### src/rtl/rvee_exec_md.sv
// rvee_exec_md: RVee execute stage with single-cycle ALU and iterative RV32M/RV64M multiply/divide.
module rvee_exec_md #(
  parameter int XLEN     = 32,
  parameter int MUL_BITS = 1,
  parameter int DIV_BITS = 1
) (
  input  logic            clk,
  input  logic            rst,
  input  logic            dec_valid,
  output logic            dec_ready,
  input  logic [XLEN-1:0] dec_pc,
  input  logic [4:0]      dec_op,
  input  logic [XLEN-1:0] dec_a,
  input  logic [XLEN-1:0] dec_b,
  input  logic [4:0]      dec_rd,
  input  logic            dec_rd_we,
  input  logic            dec_bcc,
  input  logic            dec_bcc_n,
  input  logic            mem_exception,
  output logic            ex_valid,
  input  logic            ex_done,
  output logic [XLEN-1:0] ex_pc,
  output logic [4:0]      ex_rd,
  output logic            ex_rd_we,
  output logic [XLEN-1:0] ex_result,
  output logic            bcc_taken,
  output logic            busy
);
  localparam int SW = $clog2(XLEN);
  localparam int CW = $clog2(XLEN + 1);
  localparam logic [CW-1:0] MUL_N = CW'(XLEN / MUL_BITS);
  localparam logic [CW-1:0] DIV_N = CW'(XLEN / DIV_BITS);
  typedef enum logic [1:0] {IDLE, BUSY, FIX} state_t;
  state_t r_state, w_state_nxt;
  logic              r_ex_valid, r_ex_rd_we, r_bcc, r_bcc_n;
  logic [XLEN-1:0]   r_ex_pc, r_ex_result;
  logic [4:0]        r_ex_rd;
  logic [2*XLEN-1:0] r_p;
  logic [XLEN-1:0]   r_m, r_pc;
  logic [CW-1:0]     r_cnt;
  logic              r_nq, r_nr, r_div, r_rd_we;
  logic [1:0]        r_sel;
  logic [4:0]        r_rd;
  logic              w_accept, w_flush, w_is_m, w_is_div, w_m_go;
  logic              w_a_sgn, w_b_sgn, w_a_neg, w_b_neg, w_div0, w_ovf, w_special;
  logic [XLEN-1:0]   w_a_mag, w_b_mag, w_alu, w_quo, w_rem, w_fix;
  logic [SW-1:0]     w_sh;
  logic [XLEN+MUL_BITS-1:0]   w_sum;
  logic [2*XLEN+MUL_BITS-1:0] w_cat;
  logic [2*XLEN-1:0] w_mul_nxt, w_prod;
  logic [XLEN:0]     w_dt;
  logic [XLEN-1:0]   w_dr, w_dq;
  logic              w_ge;
  assign w_flush  = bcc_taken | mem_exception;
  assign w_accept = dec_valid & dec_ready;
  assign w_is_m   = dec_op[4:3] == 2'b10;
  assign w_is_div = dec_op[2];
  assign w_m_go   = w_accept & w_is_m & !w_flush;
  assign w_sh     = dec_b[SW-1:0];
  always_comb begin
    case (dec_op)
      5'd0:    w_alu = dec_a + dec_b;
      5'd1:    w_alu = dec_a - dec_b;
      5'd2:    w_alu = dec_a & dec_b;
      5'd3:    w_alu = dec_a | dec_b;
      5'd4:    w_alu = dec_a ^ dec_b;
      5'd5:    w_alu = dec_a << w_sh;
      5'd6:    w_alu = dec_a >> w_sh;
      5'd7:    w_alu = $unsigned($signed(dec_a) >>> w_sh);
      5'd8:    w_alu = {{(XLEN-1){1'b0}}, $signed(dec_a) < $signed(dec_b)};
      5'd9:    w_alu = {{(XLEN-1){1'b0}}, dec_a < dec_b};
      default: w_alu = '0;
    endcase
  end
  // MULH/MULHSU and DIV/REM see a signed A; only MULH and DIV/REM see a signed B
  assign w_a_sgn   = w_is_div ? !dec_op[0] : (dec_op[1:0] == 2'd1 || dec_op[1:0] == 2'd2);
  assign w_b_sgn   = w_is_div ? !dec_op[0] : (dec_op[1:0] == 2'd1);
  assign w_a_neg   = w_a_sgn & dec_a[XLEN-1];
  assign w_b_neg   = w_b_sgn & dec_b[XLEN-1];
  assign w_a_mag   = w_a_neg ? -dec_a : dec_a;
  assign w_b_mag   = w_b_neg ? -dec_b : dec_b;
  assign w_div0    = dec_b == '0;
  assign w_ovf     = !dec_op[0] && dec_a == {1'b1, {(XLEN-1){1'b0}}} && (&dec_b);
  assign w_special = w_is_div & (w_div0 | w_ovf);
  assign w_sum     = {{MUL_BITS{1'b0}}, r_p[2*XLEN-1:XLEN]}
                   + ({{MUL_BITS{1'b0}}, r_m} * {{XLEN{1'b0}}, r_p[MUL_BITS-1:0]});
  assign w_cat     = {w_sum, r_p[XLEN-1:0]};
  assign w_mul_nxt = w_cat[2*XLEN+MUL_BITS-1:MUL_BITS];
  always_comb begin
    w_dr = r_p[2*XLEN-1:XLEN];
    w_dq = r_p[XLEN-1:0];
    w_dt = '0;
    w_ge = 1'b0;
    for (int i = 0; i < DIV_BITS; i++) begin
      w_dt = {w_dr, w_dq[XLEN-1]};
      w_ge = w_dt >= {1'b0, r_m};
      w_dr = w_ge ? w_dt[XLEN-1:0] - r_m : w_dt[XLEN-1:0];
      w_dq = {w_dq[XLEN-2:0], w_ge};
    end
  end
  assign w_prod = r_nq ? -r_p : r_p;
  assign w_quo  = r_nq ? -r_p[XLEN-1:0] : r_p[XLEN-1:0];
  assign w_rem  = r_nr ? -r_p[2*XLEN-1:XLEN] : r_p[2*XLEN-1:XLEN];
  assign w_fix  = r_div ? (r_sel[1] ? w_rem : w_quo)
                        : (r_sel == 2'd0 ? w_prod[XLEN-1:0] : w_prod[2*XLEN-1:XLEN]);
  always_ff @(posedge clk)
    r_state <= rst ? IDLE : w_state_nxt;
  always_comb begin
    case (r_state)
      IDLE:    w_state_nxt = w_m_go ? (w_special ? FIX : BUSY) : IDLE;
      BUSY:    w_state_nxt = mem_exception ? IDLE : (r_cnt == CW'(1) ? FIX : BUSY);
      default: w_state_nxt = IDLE;
    endcase
  end
  always_comb begin
    busy      = r_state != IDLE;
    dec_ready = (r_state == IDLE) & (!r_ex_valid | ex_done);
  end
  // Special divides preload the final quotient/remainder and skip sign correction
  always_ff @(posedge clk) begin
    if (rst) begin
      r_cnt <= '0;
    end else if (w_m_go) begin
      r_p     <= w_special ? (w_div0 ? {dec_a, {XLEN{1'b1}}} : {{XLEN{1'b0}}, dec_a})
                           : {{XLEN{1'b0}}, w_is_div ? w_a_mag : w_b_mag};
      r_m     <= w_is_div ? w_b_mag : w_a_mag;
      r_nq    <= !w_special & (w_a_neg ^ w_b_neg);
      r_nr    <= !w_special & w_a_neg;
      r_div   <= w_is_div;
      r_sel   <= dec_op[1:0];
      r_pc    <= dec_pc;
      r_rd    <= dec_rd;
      r_rd_we <= dec_rd_we;
      r_cnt   <= w_is_div ? DIV_N : MUL_N;
    end else if (r_state == BUSY) begin
      r_p   <= r_div ? {w_dr, w_dq} : w_mul_nxt;
      r_cnt <= r_cnt - CW'(1);
    end
  end
  always_ff @(posedge clk) begin
    if (rst) begin
      r_ex_valid  <= 1'b0;
      r_ex_rd_we  <= 1'b0;
      r_ex_pc     <= '0;
      r_ex_rd     <= '0;
      r_ex_result <= '0;
    end else if (w_accept && !w_is_m) begin
      r_ex_valid  <= !w_flush;
      r_ex_rd_we  <= dec_rd_we & !w_flush;
      r_ex_pc     <= dec_pc;
      r_ex_rd     <= dec_rd;
      r_ex_result <= w_alu;
    end else if (w_accept) begin
      r_ex_valid  <= 1'b0;
    end else if (r_state == FIX && !mem_exception) begin
      r_ex_valid  <= 1'b1;
      r_ex_rd_we  <= r_rd_we;
      r_ex_pc     <= r_pc;
      r_ex_rd     <= r_rd;
      r_ex_result <= w_fix;
    end else if (ex_done) begin
      r_ex_valid  <= 1'b0;
    end
  end
  always_ff @(posedge clk) begin
    if (rst) begin
      r_bcc   <= 1'b0;
      r_bcc_n <= 1'b0;
    end else begin
      r_bcc   <= w_accept & dec_bcc & !w_flush;
      r_bcc_n <= w_accept & dec_bcc_n;
    end
  end
  assign bcc_taken = r_bcc & (r_bcc_n ^ (r_ex_result == '0));
  assign ex_valid  = r_ex_valid;
  assign ex_rd_we  = r_ex_rd_we;
  assign ex_pc     = r_ex_pc;
  assign ex_rd     = r_ex_rd;
  assign ex_result = r_ex_result;
endmodule
### config.mk
export PLATFORM = sky130hd
export DESIGN_NAME = rvee_exec_md
export DESIGN_NICKNAME = d
export VERILOG_FILES = /design/src/rtl/rvee_exec_md.sv
export SDC_FILE = /design/constraint.sdc
export NUM_CORES = 1
export LEC_CHECK = 0
export CAP_MARGIN = 20
export CORE_AREA = 10 10 312 314
export DETAILED_ROUTE_END_ITERATION = 10
export DIE_AREA = 0 0 322 324
export SLEW_MARGIN = 40
export SYNTH_ARGS = -nofsm -noshare
export SYNTH_HDL_FRONTEND = slang
export SYNTH_SLANG_ARGS = --single-unit
### constraint.sdc
create_clock -name clk -period 7.15 [get_ports clk]
set_input_delay 1.43 -clock clk [delete_from_list [all_inputs] [get_ports clk]]
set_output_delay 1.43 -clock clk [all_outputs]
set_load 0.05 [all_outputs]
Word-level counts from Yosys, hierarchy flattened
Index checks and enable logic that the tools add are counted.
- flip-flop bits (word level): 220
- logic and storage cells: 143
- input port bits: 114
- output and inout port bits: 74
- shifts and indexed selects: 3
- equality and inequality tests: 17
- multipliers: 1
- $add $sub $neg: 10
- muxes and demuxes: 42
- reduce and logical (&&, ||, !) cells: 25
- magnitude comparators: 3
- bitwise gates (word level): 23
- operator list (operator ; count):
    $mux 32 ; 16
    $mux 64 ; 6
    $pmux 32 s10 ; 1
    $neg 32->32 ; 4
    $logic_not 32->1 ; 2
    $lt 32x32->1 ; 2
    $neg 64->64 ; 1
    $sub 32x32->32 ; 2
    $add 32x33->33 ; 1
    $ge 33x32->1 ; 1
    $mul 32x1->33 ; 1
    $add 32x32->32 ; 1
    $and 32x32->32 ; 1
    $eq 32x32->1 const B ; 1
    $or 32x32->32 ; 1
    $reduce_and 32->1 ; 1
    $shl 32x5->32 ; 1
    $shr 32x5->32 ; 1
    $sshr 32x5->32 ; 1
    $xor 32x32->32 ; 1
    $eq 5x3->1 const B ; 4
    $mux 5 ; 3
    $and 1x1->1 ; 14
    $mux 6 ; 2
    23 further kinds ; 55

Depth between registers and ports, before layout
- depth in word-level cells: 8
- mapped depth: 15
- gate-level depth less buffers: 13

Worst setup path after synthesis
No wires, ideal clock.
- path kind: input to register
- start point: input ex_done
- end point: register r_div (enable)
- arrival: 6462 ps
- slack: 179 ps
- required time: 6641 ps
- stages on the path: 8
- path through: nor2b_1 > nor2_1 > nand2_1 > or2_2 > a211o_1 > clkbuf_1 > clkbuf_1 > nor2_1
- cells in the longest elaborated chain, start to end: 6
- ends and longest elaborated chain (what ; line ; source):
    start: declaration ; 21 ; input logic ex_done,
    $or 1x1->1 ; 117 ; dec_ready = (r_state == IDLE) & (!r_ex_valid | ex_done);
    $and 1x1->1 ; 117 ;
    named net dec_ready ; 10 ; output logic dec_ready,
    $and 1x1->1 ; 55 ; assign w_accept = dec_valid & dec_ready;
    $and 1x1->1 (2 in series) ; 58 ; assign w_m_go = w_accept & w_is_m & !w_flush;
    $reduce_and 2->1 (no source line) ; - ;
    end signal: assignment ; 129 ; r_div <= w_is_div;
    end: declaration ; 41 ; logic r_nq, r_nr, r_div, r_rd_we;
The timed path passes the listed nets, and every way through them passes these cells.
A chain may end at the register's enable or synchronous reset.

Worst setup path after layout
- start point: input dec_a[0]
- end point: register r_ex_result[16], in the netlist ex_result[16]
- cells in the longest elaborated chain, start to end: 3
- ends and longest elaborated chain (what ; line ; source):
    start: declaration ; 13 ; input logic [XLEN-1:0] dec_a,
    $sub 32x32->32, or another cell as far along ; 63 ; 5'd1: w_alu = dec_a - dec_b;
    $pmux 32 s10 * ; 61 ; case (dec_op)
    $mux 32 * ; 147 ; end else if (w_accept && !w_is_m) begin
    end signal: assignment ; 152 ; r_ex_result <= w_alu;
    end signal: assignment ; 160 ; r_ex_result <= w_fix;
    end: declaration ; 36 ; logic [XLEN-1:0] r_ex_pc, r_ex_result;
Every way passes the cells marked *; elsewhere a longest branch is shown, timed or not.

==> impl_metrics.csv <==
group,metric,value,unit
clock_network,cts_tree,"built",
pwr,p_leak,0.01153,µW
global_route,grt_max_degree,77,
timing,clock-skew-final,0.02376,ns
clock_network,cts_buffers,25,
cells_and_area,fin_cells,4744,
cells_and_area,layout.nets,3832,
timing,fmax,188.5,MHz
yosys,ys_seq_area_frac,0.2141,
critical_path,crit_required,7.58,ns
clock_network,path_clk_slew,0.07,ns
routing,drt_wl_total,139500,µm
floorplanning,core,91110,µm²
clock_network,cts_setup_buffers,0,
floorplanning,chipHeight,324,µm
yosys,ys_async_sr_fraction,0,
floorplanning,dieArea,104300,µm²
yosys,synth_edf_count,139,
clock_network,cts_sinks,220,
timing,rsz0062_at_grt,"no",
job,drv_cap,0,
floorplanning,num_rows,111,
critical_path,cp_slowest_cell,"o21ai_1",
place,dp_slack,1.379,ns
place,placed_area,30170,µm²
global_route,grt_usage,0.2541,
clock_network,cts_root_buffer,"clkbuf_16",
clock_network,worstSkewPairLatency,0.58,ns
place,dp_hpwl,108200,µm
cells_and_area,final_area,30980,µm²
critical_path,crit_chain,"clkdlybuf4s50_1 -> inv_1 -> ha_1 -> inv_1 -> fa_1 -> nor2b_1 -> o311a_1 -> o21ai_1 -> o32ai_1 -> o31ai_1 -> xor2_1 -> a2111oi_0 -> a211oi_1",
yosys,synth_area_leaders,"edfxtp_1, ha_1, dfxtp_1",
timing,setup_violations,0,
critical_path,path_class,"in2reg",
yosys,synthCells,3501,
yosys,yosys_warnings,0,
place,placed_cells,4698,
clock_network,htree_levels,1,
pwr,power,4318,µW
timing,period_needed,5.305,ns
timing,finalSetupTns,0,ns
routing,via_per_inst,6.281,
yosys,ys_ff_latch,220,
global_route,antenna_found_initial,12,
yosys,syn_nets,3794,
global_route,gr-total-overflow,0,
routing,drc,0,
clock_network,post_cts_resized,0,
critical_path,arrival,5.73,ns
cells_and_area,drive_above_1_share,0.08066,
routing,drt_iter0_markers,4115,
timing,max_slew.worst_pin.slew,0.9220,ns
critical_path,critPathMaxStageDelay,0.68,ns
yosys,yosysTopAreaCell,"edfxtp_1",
timing,fin_ws,1.845,ns
floorplanning,die_width,322,µm
clock_network,ctsHoldBuffers,0,
global_route,grt_first_pass_wirelength,198300,µm
routing,postRouteAntennaNets,0,
place,place_congestion,1.091,
floorplanning,start_util,0.2971,
routing,num_vias,29800,
timing,post-route-period-util,0.7419,
floorplanning,num_io_pins,188,
yosys,synth_cell_types,98,
global_route,grt_pass1_vias,27710,
pwr,vdd_ir_drop_max,0.1696,mV
min_path,hold_class,"reg2reg",
yosys,netlist_area,27070,µm²
critical_path,crit_path_end_kind,"register",
routing,dr.pass1.iters,6,
timing,hold_violations,0,
pwr,power.density,139.4,nW/µm²
status,outcome,"completed",
timing,slew_violations,0,
routing,routedWlPerCell,29.41,µm
cells_and_area,n_antenna_cell,0,
timing,max_slew_margin,0.3838,
critical_path,critPathLaunchType,"input pin",
cells_and_area,syn2layout_area_growth,14.46,%
yosys,synth_top_cell_area_share,0.1542,
critical_path,path_max_fanout,7,
critical_path,cp_common_cell,"inv_1",
yosys,postSynthAreaPerCell,7.731,µm²
place,place.port_buffers,187,
yosys,synth_ff_type,"edfxtp_1",
clock_network,clock_path_buffers,3,
cells in the final DEF, fill, tap and decap left out, types with 62 or more instances in the layout:
cell type        count
a21oi_1            259
o21ai_0            268
o211ai_1            62
dfxtp_1             81
nand3_1             67
xor2_1              67
buf_4               99
xnor2_1            136
clkdlybuf4s50_1    180
nor2_1             393
ha_1               175
edfxtp_1           139
inv_1              158
nor3_1              77
mux4_2              64
mux2i_1             82
nand2_1            301
stage by stage:
| stage | hold slack [ns] | utilization |
|---|---|---|
| final | 0.4806 | 0.3400 |
| after detailed placement | 0.4716 | 0.3312 |
| after global routing | 0.5083 | 0.3400 |
| after global placement | 0.4694 | 0.3307 |
| after floorplan | 0.4913 | - |
| after CTS | 0.4841 | 0.3400 |
layout make-up:
class                           count  area, µm²
Sequential cell                   220       5796
Tap cell                         1186       1484
Inverter                          162      610.6
Clock inverter                      8      101.3
Fill cell                        9680      60130
Clock buffer                       38      704.4
Multi-Input combinational cell   2842      19680
Timing Repair Buffer              288       2609
worst max-delay path, delay by kind of cell:
kind,cells,cell delay [ns]
buf+inv,3,1.01
xor+xnor,1,0.14
simple gates,1,0.17
fa+ha+maj,2,0.65
compound gates,6,2.33
cell usage after synthesis (all sizes together), types with 24 or more instances:
master,n
nor2,394
nand2,304
o21ai,275
a21oi,261
clkbuf,231
ha,175
inv,161
edfxtp,139
xnor2,136
mux2i,82
dfxtp,81
nor3,79
nand3,69
xor2,67
mux4,64
o211ai,62
a21o,52
o31ai,50
a211oi,47
buf,46
a311oi,44
nor4,44
a221oi,37
a31oi,37
nand4,34
or3,34
o21bai,33
and2,32
a22oi,27
o21a,27
or4,27
and3,26
o221ai,25
o41ai,24
cell families after synthesis:
logic type,share of synthesized area
XOR/XNOR,0.06569
AO/OA/AOI/OAI,0.2855
flip-flops,0.2141
AND/OR/NAND/NOR,0.1960
multiplexers,0.09314
buffers and inverters,0.06167
adder cells (fa/ha/maj),0.08385
sequential cells by signal, indices dropped and copies added (netlist names), 5 cells and up:
register   cells
r_pc          32
r_cnt          6
ex_rd          5
ex_pc         32
ex_result     32
r_m           32
r_p           64
r_rd           5
report_power, final:
group          total [µW]  switching, µW  internal (µW)  leakage [µW]
Combinational        1550           1020            523       0.00921
Sequential           1450           48.7           1400       0.00192
Clock                1320            572            753      0.000392
Total                4320           1640           2670        0.0115
final timing paths:
| check | startpoint | cells after the start | end | slack [ns] |
|---|---|---|---|---|
| min | ex_pc[13] | 2 | ex_pc[13] | 0.48 |
| max reg2reg | r_p[0] | 12 | ex_result[30] | 2.56 |
| max | dec_a[0] | 13 | ex_result[16] | 1.85 |
| min reg2reg | ex_pc[13] | 2 | ex_pc[13] | 0.48 |
routing by layer:
metal  track usage  routed length [µm]  vias up
met5             0                 133        -
met4        0.1449                9698       20
met3       0.04025               13220      359
met2        0.3996               61230     1784
met1        0.3279               55250    14480
li1              -                   -    13150
Power figures use the tool's default switching activity.
==> edit: new RTL, config.mk and constraints unchanged <==
Remove the case item `5'd0` of the case on `dec_op`.
--- a/src/rtl/rvee_exec_md.sv
+++ b/src/rtl/rvee_exec_md.sv
@@ -60,5 +60,4 @@
   always_comb begin
     case (dec_op)
-      5'd0:    w_alu = dec_a + dec_b;
       5'd1:    w_alu = dec_a - dec_b;
       5'd2:    w_alu = dec_a & dec_b;
Formal check against the unedited RTL: not equivalent (Yosys sat finds a counterexample within 4 cycles, from zero or initial values and one cycle with rst high).
==> edit against the unedited design <==
Routed wire length shrank 16%; cell area shrank 6.5%; combinational power shrank 15%; final cell count shrank 6.6%; power grew 0.25%; setup slack gained 0.25 ns; sequential cell count is the same; register-to-register slack lost 0.29 ns; fmax grew 5.0%; area after synthesis shrank 8.0%; first-iteration DRC count shrank 11%.
==> edit: results <==
export IMPL_detail_route_vias_per_cell=5.92
export IMPL_buffers_from_clock_root_to_sink_at_most=3
export IMPL_gp_congestion=1.03
export IMPL_gr_usage_all_layers_pct=21.3
export IMPL_grt_first_pass_wirelength_um=168000
export IMPL_vdd_ir_drop_worst_uv=156
export IMPL_yosys_top_cells_area="sky130_fd_sc_hd__edfxtp_1, sky130_fd_sc_hd__ha_1, sky130_fd_sc_hd__dfxtp_1, sky130_fd_sc_hd__nor2_1, sky130_fd_sc_hd__mux4_2"
export IMPL_synth_warnings=0
export IMPL_worst_path_arrival_time_ns=5.53
export IMPL_cts_resized=0
export IMPL_holdCritPathClass="flop to flop"
export IMPL_number_of_antenna_violations_at_the_first_check_in_global_routing=5
export IMPL_design_final_nets=3507
export IMPL_drive_gt1_share_pct=7.78
export IMPL_power_leakage_nw=10.9
export IMPL_critPathMaxFanout=8
export IMPL_critical_path_slowest_cell="sky130_fd_sc_hd__clkdlybuf4s50_1"
export IMPL_cts_setup_buffers=0
export IMPL_largest_reg_flops=64
export IMPL_synth_seq_area_share_pct=23.3
export IMPL_run_status="finished, final reports clean"
export IMPL_critical_path_max_stage_delay_ns=0.56
export IMPL_final_fill_count=9702
export IMPL_firstDrtPassIters=7
export IMPL_async_reset_ff_share_pct=0
export IMPL_cts_h_tree_depth=1
export IMPL_dpl_hpwl_um=90900
export IMPL_cts_buffers_inserted=29
export IMPL_number_of_violations_reported_at_the_end_of_detailed_routing_iteration_0=3649
export IMPL_grt_pass1_vias=24500
export IMPL_postSynthNetCount=3445
export IMPL_worst_slew_pin_slew_ns=0.879
export IMPL_clkTransAtPathRegs_ns=0.06
export IMPL_clock_root_buffer="sky130_fd_sc_hd__clkbuf_16"
export IMPL_place_inst=4372
export IMPL_worst_clock_skew_ns=0.0273
export IMPL_vias=26200
export IMPL_buffer_ports_inserted=187
export IMPL_post_synth_most_frequent_cells="sky130_fd_sc_hd__nor2_1, sky130_fd_sc_hd__nand2_1, sky130_fd_sc_hd__o21ai_0, sky130_fd_sc_hd__a21oi_1, sky130_fd_sc_hd__clkbuf_1"
export IMPL_synth_edff_count=139
export IMPL_regMostFlops="r_p"
export IMPL_syn_mean_instance_area_um2=7.89
export IMPL_wire_per_inst_um=26.4
export IMPL_dp_slack_ns=1.57
export IMPL_worst_skew_late_latency_ns=0.60
export IMPL_pin_count_of_the_biggest_net_entering_global_routing=86
export IMPL_synth_cell_type_count=87
==> edit: cell types whose count changed after synthesis, sizes merged, moves of 19 or more <==
cell and change:
mux2i +35, nand3 -19, o21bai -21, nor2 -31
a21oi -55, clkbuf -26, buf -21, o21ai -54
==> edit: cell families (layout without fill, tap and decap cells) <==
| group | Yosys count | after routing | share of synthesized area, % |
|---|---|---|---|
| flops | 220 | 220 | 23.3 |
| mux | 184 | 184 | 10.3 |
| simple gates | 1039 | 1039 | 19.3 |
| xor+xnor | 217 | 217 | 7.63 |
| compound gates | 928 | 928 | 24.6 |
| other cells | 0 | 2 | 0 |
| buf+inv | 393 | 478 | 6.01 |
| fa+ha+maj | 175 | 175 | 8.88 |
==> edit: layer usage <==
layer  up-vias  global-route usage [%]  wire (µm)
li1      11800                       -          -
met1     12600                    28.6      48400
met2      1523                    32.8      50600
met3       276                    4.40      11700
met4         4                    9.04       6050
met5         -                       0         27
==> edit: per-stage QoR <==
| stage | area [µm²] | power (mW) |
|---|---|---|
| 3_5_place_dp | 28000 | 2.75 |
| 2_1_floorplan | 24900 | 2.26 |
| 4_1_cts | 29000 | 4.32 |
| 6_report | 29000 | 4.33 |
| 5_1_grt | 29000 | 4.47 |
| 3_3_place_gp | 27900 | 2.75 |
==> edit: worst paths after layout <==
path | cells past startpoint | slack, ns | to | startpoint
worst max-delay path | 14 | 2.10 | ex_result[24] | dec_a[0]
worst min register to register | 2 | 0.48 | ex_pc[7] | ex_pc[7]
worst max register to register | 13 | 2.27 | r_p[58] | r_p[0]
worst min-delay path | 2 | 0.48 | ex_pc[7] | ex_pc[7]
==> edit: worst max-delay path, delay by kind of cell <==
kind / cells / cell delay (ns)
AOI/OAI and AO/OA: 7 / 2.42
buffers and inverters: 3 / 0.81
adders and majority gates: 2 / 0.59
and+or+nand+nor: 1 / 0.19
xor gates and xnor gates: 1 / 0.10
==> edit: final cells by class <==
cell class	instances	area, µm²	share of cell area (%)
multi-input combinational	2543	17700	61.1
sequential	220	5800	20.0
timing repair buffer	261	2380	8.21
tap	1186	1480	5.12
clock buffer	35	768	2.65
inverter	163	612	2.11
clock inverter	19	238	0.821
antenna	2	5.00	0.0173
==> edit: power breakdown <==
| part | switching, mW | internal (mW) |
|---|---|---|
| Clock | 0.648 | 0.922 |
| Sequential | 0.0467 | 1.40 |
| Combinational | 0.851 | 0.460 |
| Total | 1.55 | 2.78 |
